**src/rtl/serial_add_ctrl.sv**
```systemverilog
// Bit-serial adder controller: runs one shared full-adder cell over WIDTH
// cycles, LSB first, to produce a WIDTH-bit sum plus carry-out.
//
// Handshakes: a transfer happens on a rising edge where valid & ready are
// both high. in_ready is high only in IDLE and out_valid only in DONE. Both
// decode from the state register alone, so in_ready never depends on
// in_valid and out_valid never depends on out_ready. A result, once
// presented, stays stable until it is accepted.

// One-bit full adder cell shared by the serial datapath.
module fulladd (
  input  logic a,
  input  logic b,
  input  logic ci,
  output logic s,
  output logic co
);

  // Sum and carry of three one-bit inputs.
  always_comb begin
    s  = a ^ b ^ ci;
    co = (a & b) | (a & ci) | (b & ci);
  end

endmodule

module serial_add_ctrl #(
  parameter int WIDTH = 8
) (
  input  logic             clk,
  input  logic             rst_n,
  input  logic             in_valid,
  output logic             in_ready,
  input  logic [WIDTH-1:0] a,
  input  logic [WIDTH-1:0] b,
  input  logic             cin,
  output logic             out_valid,
  input  logic             out_ready,
  output logic [WIDTH-1:0] sum,
  output logic             cout,
  output logic             busy
);

  localparam int CW = (WIDTH > 1) ? $clog2(WIDTH) : 1;
  localparam logic [CW-1:0] LAST = CW'(WIDTH - 1);

  localparam logic [1:0] IDLE = 2'd0;
  localparam logic [1:0] RUN  = 2'd1;
  localparam logic [1:0] DONE = 2'd2;

  logic [1:0]       state;
  logic [WIDTH-1:0] sa;
  logic [WIDTH-1:0] sb;
  logic [WIDTH-1:0] res;
  logic             carry_q;
  logic             cout_q;
  logic [CW-1:0]    cnt;
  logic             fa_s;
  logic             fa_c;

  // The shared cell always sees the current LSBs and the running carry.
  fulladd u_fulladd (
    .a  (sa[0]),
    .b  (sb[0]),
    .ci (carry_q),
    .s  (fa_s),
    .co (fa_c)
  );

  // Status and handshake outputs decoded purely from state.
  always_comb begin
    in_ready  = (state == IDLE);
    out_valid = (state == DONE);
    busy      = (state != IDLE);
    sum       = res;
    cout      = cout_q;
  end

  // Sequencer and serial datapath registers.
  always_ff @(posedge clk or negedge rst_n) begin
    if (!rst_n) begin
      state   <= IDLE;
      sa      <= '0;
      sb      <= '0;
      res     <= '0;
      carry_q <= 1'b0;
      cout_q  <= 1'b0;
      cnt     <= '0;
    end else begin
      case (state)
        IDLE: begin
          if (in_valid) begin
            sa      <= a;
            sb      <= b;
            carry_q <= cin;
            res     <= '0;
            cnt     <= '0;
            state   <= RUN;
          end
        end
        RUN: begin
          sa      <= sa >> 1;
          sb      <= sb >> 1;
          // New sum bit enters at the MSB; after WIDTH shifts the LSB of
          // the sum has arrived at bit 0. Written without a part-select so
          // WIDTH=1 elaborates cleanly.
          res     <= (res >> 1) | (WIDTH'(fa_s) << (WIDTH - 1));
          carry_q <= fa_c;
          cnt     <= cnt + CW'(1);
          if (cnt == LAST) begin
            cout_q <= fa_c;
            state  <= DONE;
          end
        end
        DONE: begin
          if (out_ready) state <= IDLE;
        end
        default: state <= IDLE;
      endcase
    end
  end

endmodule

```
**config.mk**
```make
export PLATFORM = sky130hd
export DESIGN_NAME = serial_add_ctrl
export DESIGN_NICKNAME = d
export VERILOG_FILES = /design/src/rtl/serial_add_ctrl.sv
export SDC_FILE = /design/constraint.sdc
export NUM_CORES = 1
export LEC_CHECK = 0
export CAP_MARGIN = 0
export CELL_PAD_IN_SITES_DETAIL_PLACEMENT = 1
export CELL_PAD_IN_SITES_GLOBAL_PLACEMENT = 1
export CORE_MARGIN = 3
export CORE_UTILIZATION = 31
export CTS_BUF_LIST = sky130_fd_sc_hd__clkbuf_4 sky130_fd_sc_hd__clkbuf_8 sky130_fd_sc_hd__clkbuf_16
export CTS_CLUSTER_DIAMETER = 200
export DETAILED_ROUTE_END_ITERATION = 8
export GPL_TIMING_DRIVEN = 0
export PLACE_DENSITY = 0.63
export SETUP_SLACK_MARGIN = 0.1
export SLEW_MARGIN = 20
export SYNTH_ARGS = -nofsm -noshare
export SYNTH_HDL_FRONTEND = slang
export SYNTH_SLANG_ARGS = --single-unit
```
**constraint.sdc**
```tcl
create_clock -name clk -period 3.34 [get_ports clk]
set_clock_uncertainty 0.2 [all_clocks]
set_input_delay 0.501 -clock clk [delete_from_list [all_inputs] [get_ports clk]]
set_output_delay 0.501 -clock clk [all_outputs]
set_load 0.02 [all_outputs]
```
=== After elaboration in Yosys (flattened, before gate mapping) ===
Index checks and enable logic that the tools add are counted.
W data, S select, Z words.

* Equality and inequality tests: 6
* $add $sub $neg: 1
* Bitwise operators: 8
* Reduce and logical (&&, ||, !) cells: 6
* Muxes and demuxes: 14

{| class="wikitable"
|+ Operators with widths
! operator !! number
|-
| $pmux W8 S2 || 3
|-
| $mux W8 || 3
|-
| $or A7 B8 Y8 || 1
|-
| $mux W2 || 3
|-
| $pmux W2 S3 || 1
|-
| $pmux W3 S2 || 1
|-
| $ne A2 B2 Y1 const B || 2
|-
| $reduce_and A2 Y1 || 2
|-
| $reduce_bool A2 Y1 || 2
|-
| $add A3 B1 Y3 const B || 1
|-
| $and A1 B1 Y1 || 3
|-
| $eq A3 B3 Y1 const B || 1
|-
| $mux W3 || 1
|-
| $reduce_and A3 Y1 || 1
|-
| $eq A2 B1 Y1 const B || 1
|-
| $eq A2 B2 Y1 const B || 1
|-
| $logic_not A2 Y1 || 1
|-
| $ne A2 B1 Y1 const B || 1
|-
| $or A1 B1 Y1 || 2
|-
| $pmux W1 S2 || 1
|-
| $xor A1 B1 Y1 || 2
|-
| $mux W1 || 1
|}

* Register bits: 31
* Input bits: 21
* Logic and storage cells: 42
* Output and inout port bits: 12

=== Logic depth before layout (Yosys ltp) ===
Gate-level depths: netlist of run 1.

* Depth in word-level cells: 4
* Mapped depth: 5
* Mapped depth without buffers: 5

=== Cells and area by module ===
From an unflattened synthesis of run 1, not the netlist that was laid out.

* Cells, all modules: 131
* Area total of the unflattened synthesis: 1433.9 um2

{| class="wikitable"
|+ Modules (own cells, without submodules)
! module !! times used !! area each (um2) !! cells an instance !! sequential area each (um2)
|-
| serial_add_ctrl || 1 || 1413.9 || 130 || 775.7
|-
| fulladd || 1 || 20.0 || 1 || 0.0
|}

=== Worst setup path before layout of run 1 ===
No wires, ideal clock.

* Path kind: reg-to-output
* Start: register state[1]
* End: output port busy
* Setup slack: 1.396 ns
* Data arrival time: 1.243 ns
* Stages on the path, launching flop included: 5
* Path buffers: 2
* Required time: 2.639 ns
* Cells stage by stage: dfrtp_1 buf_2 buf_2 nor2_1 inv_1

* Word-level cells in the longest chain between the ends: 1

{| class="wikitable"
|+ RTL lines
! element !! line !! text
|-
| from (decl) || 51 || <nowiki>logic [1:0] state;</nowiki>
|-
| from (signal assigned) || 82 || <nowiki>state <= IDLE;</nowiki>
|-
| from (signal assigned) || 98 || <nowiki>state <= RUN;</nowiki>
|-
| from (signal assigned) || 112 || <nowiki>state <= DONE;</nowiki>
|-
| $reduce_bool A2 Y1 || 74 || <nowiki>busy = (state != IDLE);</nowiki>
|-
| to (decl) || 41 || <nowiki>output logic busy</nowiki>
|}

Every way passes these cells.

=== Final worst setup path of run 1 ===
* Start: register state[1]
* End: output port in_ready

* Word-level cells in the longest chain between the ends: 1

{| class="wikitable"
|+ RTL lines
! element !! line !! text
|-
| $logic_not A2 Y1 || 72 || <nowiki>in_ready = (state == IDLE);</nowiki>
|-
| to (decl) || 33 || <nowiki>output logic in_ready,</nowiki>
|}

Every way passes these cells.

==> out/qor.yml, run 1 <==
status: "finished clean"
avgSynthCellArea_sq_um: 10.55
die_h_um: 74.04
drt_iter0_markers: 28
die_w_um: 74.04
grt_pass1_vias: 1250
ant_nets: 0
vias: 1205
cp.arrival_ns: 1.94
clkSinkCount: 31
n_fill_cell: 470
worst-path-max-fanout: 10
cts_root_buf: "clkbuf_8"
slowest_delay_ns: 0.67
avgRoutedWirePerCell_um: 15.86
synthesis.instances: 136
setup_viol: 0
cts_max_level: 2
cts_buffers: 5
syn_nets: 160
ys_ff_latch: 31
core_sq_um: 4414
grt_pass1_wl_mm: 6.265
insertion_delay_ns: 0.28
holdWs_ns: 0.06761
postRouteWirelength_mm: 3.616
dieArea_sq_um: 5482
hold_class: "in -> async"
cts_tree: "yes"
clock_path_buffers: 2
yosys_warnings: 0
p_leak_nw: 0.8456
antenna_found_initial: 0
area_growth_syn_to_layout_pct: 33.74
yosysSeqAreaShare_pct: 54.05
critPathLaunchType: "register"
antenna_cells: 0
synth_area_sq_um: 1435
slew_headroom_pct: 52.63
crit_slowest_cell: "clkdlybuf4s50_1"
ios: 33
cts_resized: 0
postCtsHoldBufs: 0
crit_top_cell: "buf_2"
finalCritPeriodShare_pct: 79.01
final_util_pct: 43.48
crit_type: "reg -> out"
globalRouteTotalUtil_pct: 14.95
final_nets: 199
crit_path_end_kind: "output pin"
ir_drop_v: 0.0002900
placement_rows: 24
required_ns: 2.64
fin_crit_ns: 2.639
rsz0062_at_grt: "no"
routed_via_density: 5.285
initial_utilization_pct: 32.51
hold_viol: 0
firstDrtPassIters: 4
gp_congestion: 0.7397
setup_tns_ns: 0
drv_slew: 0
drv_cap: 0
io_buffers: 32
p_per_area_nw_per_um2: 913.2
worstMarginPinSlew_ns: 0.7105
path_clk_slew_ns: 0.06
grt_max_degree: 32
grt.overflow.total: 0
max_freq_ghz: 0.3789
ys_types: 25
drive_gt1_share_pct: 11.36
dp_hpwl_mm: 2.619
post-cts-setup-buffers: 0
crit_chain: "buf_2, buf_2, nor2_1, clkdlybuf4s50_1"
route.detailed.drc: 0
==> cells in the final DEF (no fill, tap or decap), drive strengths merged <==
cell | netlist | layout
nor3b | 12 | 12
ha | 2 | 2
a221o | 2 | 2
buf | 10 | 11
a32o | 2 | 2
a21o | 1 | 1
dfrtp | 31 | 31
a21oi | 1 | 1
nor4b | 1 | 1
fa | 1 | 1
nor2 | 14 | 14
a221oi | 1 | 1
nand2b | 5 | 5
clkbuf | 0 | 8
nor2b | 1 | 1
inv | 5 | 5
a22o | 9 | 9
nand3b | 1 | 1
o21ai | 6 | 6
o21bai | 1 | 1
nor3 | 24 | 24
o21ba | 1 | 1
clkdlybuf4s50 | 0 | 31
nand2 | 5 | 5
==> critical path: cells and delay by family, from the launching register on <==
| family | cells | cell delay (ns) |
|---|---|---|
| simple gates | 1 | 0.25 |
| buf+inv | 3 | 1.05 |
| flops | 1 | 0.35 |
==> cell type report <==
class | count | area [sq um] | share of cell area (%)
multi-input cells | 90 | 580.6 | 30.25
flip-flops and latches | 31 | 775.7 | 40.42
repair buffers | 32 | 315.3 | 16.43
plain buffers | 10 | 60.06 | 3.129
inverters | 5 | 18.77 | 0.9778
clock buffers | 8 | 103.9 | 5.411
well taps | 52 | 65.06 | 3.390
==> report_power, final <==
part / leakage, nW / switching [mW] / internal [mW]
clock network: 0.0549 / 0.140 / 0.196
registers: 0.380 / 0.106 / 0.548
logic: 0.411 / 0.391 / 0.372
total: 0.846 / 0.637 / 1.12
==> Yosys cell counts <==
cell / number / share of area, %
fa_1: 1 / 1.4
nor3_1: 24 / 8.4
o21bai_1: 1 / 0.52
nand2b_1: 5 / 2.2
a32o_1: 2 / 1.4
a221oi_2: 1 / 1.0
a21o_1: 1 / 0.52
a221o_1: 2 / 1.4
inv_1: 5 / 1.3
nand3b_1: 1 / 0.52
nor2_1: 14 / 3.7
nand2_1: 5 / 1.3
buf_2: 6 / 2.1
ha_1: 2 / 1.7
a22o_1: 9 / 5.5
nor3b_1: 12 / 6.3
o21ba_4: 1 / 1.1
nor4b_1: 1 / 0.61
buf_6: 1 / 0.78
dfrtp_1: 31 / 54
buf_1: 1 / 0.26
nor2b_1: 1 / 0.44
a21oi_1: 1 / 0.35
buf_4: 2 / 1.0
o21ai_0: 6 / 2.1
==> flip-flops by register name (all words and copies together) (netlist names) <==
signal and flops:
sa 8, sb 8, sum 8, cnt 3, state 2, carry_q 1
cout 1
==> per-stage QoR <==
step                cell area (sq um)  power, mW  setup WS (ns)  std cells
finish                           1919      1.753         0.7010        228
CTS                              1919      1.782         0.6781        228
global placement                 1821      1.395         0.9454        220
floorplan                        1435      1.144          1.396        136
global route                     1919      1.903         0.5980        228
detailed placement               1815      1.437         0.9957        220
==> logic make-up (layout without fill, tap and decap cells) <==
| logic type | count (synthesis) | in the layout | share of synthesized area [%] |
|---|---|---|---|
| adder cells (fa/ha/maj) | 3 | 3 | 3.138 |
| AND/OR/NAND/NOR | 63 | 63 | 23.37 |
| AO/OA/AOI/OAI | 24 | 24 | 13.95 |
| buffers and inverters | 15 | 55 | 5.492 |
| flip-flops | 31 | 31 | 54.05 |
==> path summary, 6_finish.rpt <==
kind / from / to / slack [ns] / cells after the start
worst max-delay path: state[1]$_DFFE_PN0P_ / in_ready / 0.70 / 4
worst min-delay path: rst_n / sum[0]$_DFFE_PN0P_ / 0.07 / 1
worst max register to register: state[1]$_DFFE_PN0P_ / sb[4]$_DFFE_PN0P_ / 1.82 / 4
worst min register to register: cout$_DFFE_PN0P_ / cout$_DFFE_PN0P_ / 0.29 / 2
max in group asynchronous: rst_n / sb[3]$_DFFE_PN0P_ / 2.41 / 1
min in group clk: cout$_DFFE_PN0P_ / cout$_DFFE_PN0P_ / 0.29 / 2
==> routing by layer <==
metal | track usage (%) | wire length (um) | up-vias
met5 | 0 | 0 | -
met3 | 4.730 | 153 | 4
met2 | 23.52 | 1746 | 29
met4 | 3.622 | 29 | 0
li1 | - | - | 560
met1 | 20.12 | 1686 | 612
Note: power is estimated with default switching activity, not from simulation.
==> run 2: changes to the inputs <==
- PLACE_DENSITY: 0.63 -> 0.66
- clock period: 3.34 -> 2.3 ns (I/O delays scaled with it)
==> run 2 against run 1 <==
First-iteration DRC count grew 64%. Sequential share of layout area fell by 0.52 points. Combinational power increased by 44%. Critical endpoint is now busy. Largest cell class unchanged. Highest routed layer unchanged.
==> out/qor.yml, run 2 (same netlist as run 1, synthesis figures left out) <==
status: "finished clean"  # unchanged
ant_nets: 0  # unchanged
insertion_delay_ns: 0.29  # was 0.28 ns
worstMarginPinSlew_ns: 0.7150  # was 0.7105 ns
placement_rows: 24  # unchanged
grt_max_degree: 32  # unchanged
core_sq_um: 4414  # unchanged
r2r_start: "state[1]$_DFFE_PN0P_"  # unchanged
slew_headroom_pct: 52.33  # was 52.63%
postRouteWirelength_mm: 3.565  # was 3.616 mm
antenna_found_initial: 0  # unchanged
cts_buffers: 5  # unchanged
cts_tree: "yes"  # unchanged
crit_path_end_kind: "output pin"  # unchanged
die_w_um: 74.04  # unchanged
routed_via_density: 5.197  # was 5.285
setup_viol: 0  # unchanged
finalCritPeriodShare_pct: 91.66
setup_tns_ns: 0  # unchanged
final_common_cell: "dfrtp_1"
die_h_um: 74.04  # unchanged
cts_max_level: 2  # unchanged
n_fill_cell: 486  # was 470
crit_start: "state[1]$_DFFE_PN0P_"  # unchanged
min_from: "sb[7]$_DFFE_PN0P_"
antenna_cells: 0  # unchanged
critPathLaunchType: "register"  # unchanged
rrSetupSlack_ns: 0.80  # was 1.82 ns
path_clk_slew_ns: 0.07  # was 0.06 ns
drive_gt1_share_pct: 11.86  # was 11.36%
max_freq_ghz: 0.4743
io_buffers: 32  # unchanged
post-cts-setup-buffers: 0  # unchanged
avgRoutedWirePerCell_um: 15.57  # was 15.86 um
fin_crit_ns: 2.108
route.detailed.drc: 0  # unchanged
gp_congestion: 0.7378  # was 0.7397
area_growth_syn_to_layout_pct: 35.48  # was 33.74%
p_per_area_nw_per_um2: 1341  # was 913.2 nW/um^2
grt_pass1_vias: 1305  # was 1250
grt_pass1_wl_mm: 6.203  # was 6.265 mm
globalRouteTotalUtil_pct: 15.14  # was 14.95%
ir_drop_v: 0.0003694  # was 0.0002900 V
final_nets: 200  # was 199
cp.arrival_ns: 1.56  # was 1.94 ns
final_util_pct: 44.05  # was 43.48%
holdWs_ns: 0.3052  # was 0.06761 ns
power_mw: 2.607  # was 1.753 mW
vias: 1190  # was 1205
regArea_sq_um: 775.7  # unchanged
initial_utilization_pct: 32.51  # unchanged
multi_input_area_sq_um: 583.1  # was 580.6 sq um
crit_type: "reg -> out"  # unchanged
clock_path_buffers: 2  # unchanged
required_ns: 1.75  # was 2.64 ns
worst_slack_ns: 0.1917  # was 0.7010 ns
clkSinkCount: 31  # unchanged
hold_viol: 0  # unchanged
ios: 33  # unchanged
rsz0062_at_grt: "no"  # unchanged
preCtsSetupSlack_ns: 0.07823  # was 0.9957 ns
dp_hpwl_mm: 2.550  # was 2.619 mm
grt.overflow.total: 0  # unchanged
final_cell_mix: "31 x dfrtp_1, 28 x clkdlybuf4s50_1, 24 x nor3_1, 13 x nor2_1, 12 x nor3b_1"  # was 31 x dfrtp_1, 31 x clkdlybuf4s50_1, 24 x nor3_1, 14 x nor2_1, 12 x nor3b_1
worst-path-max-fanout: 10  # unchanged
p_leak_nw: 0.8633  # was 0.8456 nW
drv_slew: 0  # unchanged
cts_root_buf: "clkbuf_8"  # unchanged
firstDrtPassIters: 4  # unchanged
drt_iter0_markers: 46  # was 28
drv_cap: 0  # unchanged
dieArea_sq_um: 5482  # unchanged
hold_class: "reg -> reg"  # was in -> async
run 2: changes by cell type in the layout (fill, tap and decap cells not counted):
| cell | delta |
|---|---|
| clkdlybuf4s50_1 | -3 |
| dlygate4sd2_1 | +3 |
| buf_2 | -1 |
| buf_4 | +1 |
| bufinv_16 | +1 |
| clkbuf_4 | -1 |
| clkbuf_8 | -1 |
| clkinv_2 | +1 |
| dlygate4sd3_1 | +1 |
| nor2_1 | -1 |
| nor2_2 | +1 |
run 2: timing repair:
item	in CTS	in global routing
hold buffers	1	0
endpoints found under the setup margin	3	0
resized for setup	5	0
hold endpoints to repair	31	0
run 2: cell type report:
cell class                      count  share of cell area, %
Sequential cell                    31                  39.90
Multi-Input combinational cell     90                  29.99
Timing Repair Buffer               33                  16.54
Clock buffer                        6                  4.247
Tap cell                           52                  3.346
Buffer                             10                  3.218
Clock inverter                      2                  1.802
Inverter                            5                 0.9653
run 2: worst paths after layout:
kind / to / depth (start not counted)
worst max-delay path: busy / 5
worst min-delay path: sb[7]$_DFFE_PN0P_ / 1
worst max register to register: sa[6]$_DFFE_PN0P_ / 4
worst min register to register: sb[7]$_DFFE_PN0P_ / 1
max in group asynchronous: sa[3]$_DFFE_PN0P_ / 2
min in group asynchronous: sum[6]$_DFFE_PN0P_ / 2
run 2: worst max-delay path, cell delays in order (launching register included):
cell and delay, ns:
dfrtp_1 0.35, buf_2 0.17, buf_4 0.19, nor2_2 0.19, inv_1 0.06, dlygate4sd2_1 0.32
run 2: power by group:
part | internal, mW | switching [mW]
logic | 0.532 | 0.564
clock network | 0.350 | 0.210
registers | 0.795 | 0.155
run 2: metrics by stage:
| stage | instances | cell area, sq um |
|---|---|---|
| detailed placement | 220 | 1815 |
| finish | 229 | 1944 |
| floorplan | 136 | 1435 |
| global placement | 220 | 1821 |
| global route | 229 | 1944 |
| CTS | 229 | 1944 |
run 2: per-layer routing:
layer  routed length, um  share of wire (%)  GRT usage [%]
met5                   0                  0              0
met4                  64                1.8          6.036
met3                 174                4.9          4.865
met2                1732                 49          24.90
met1                1593                 45          18.39
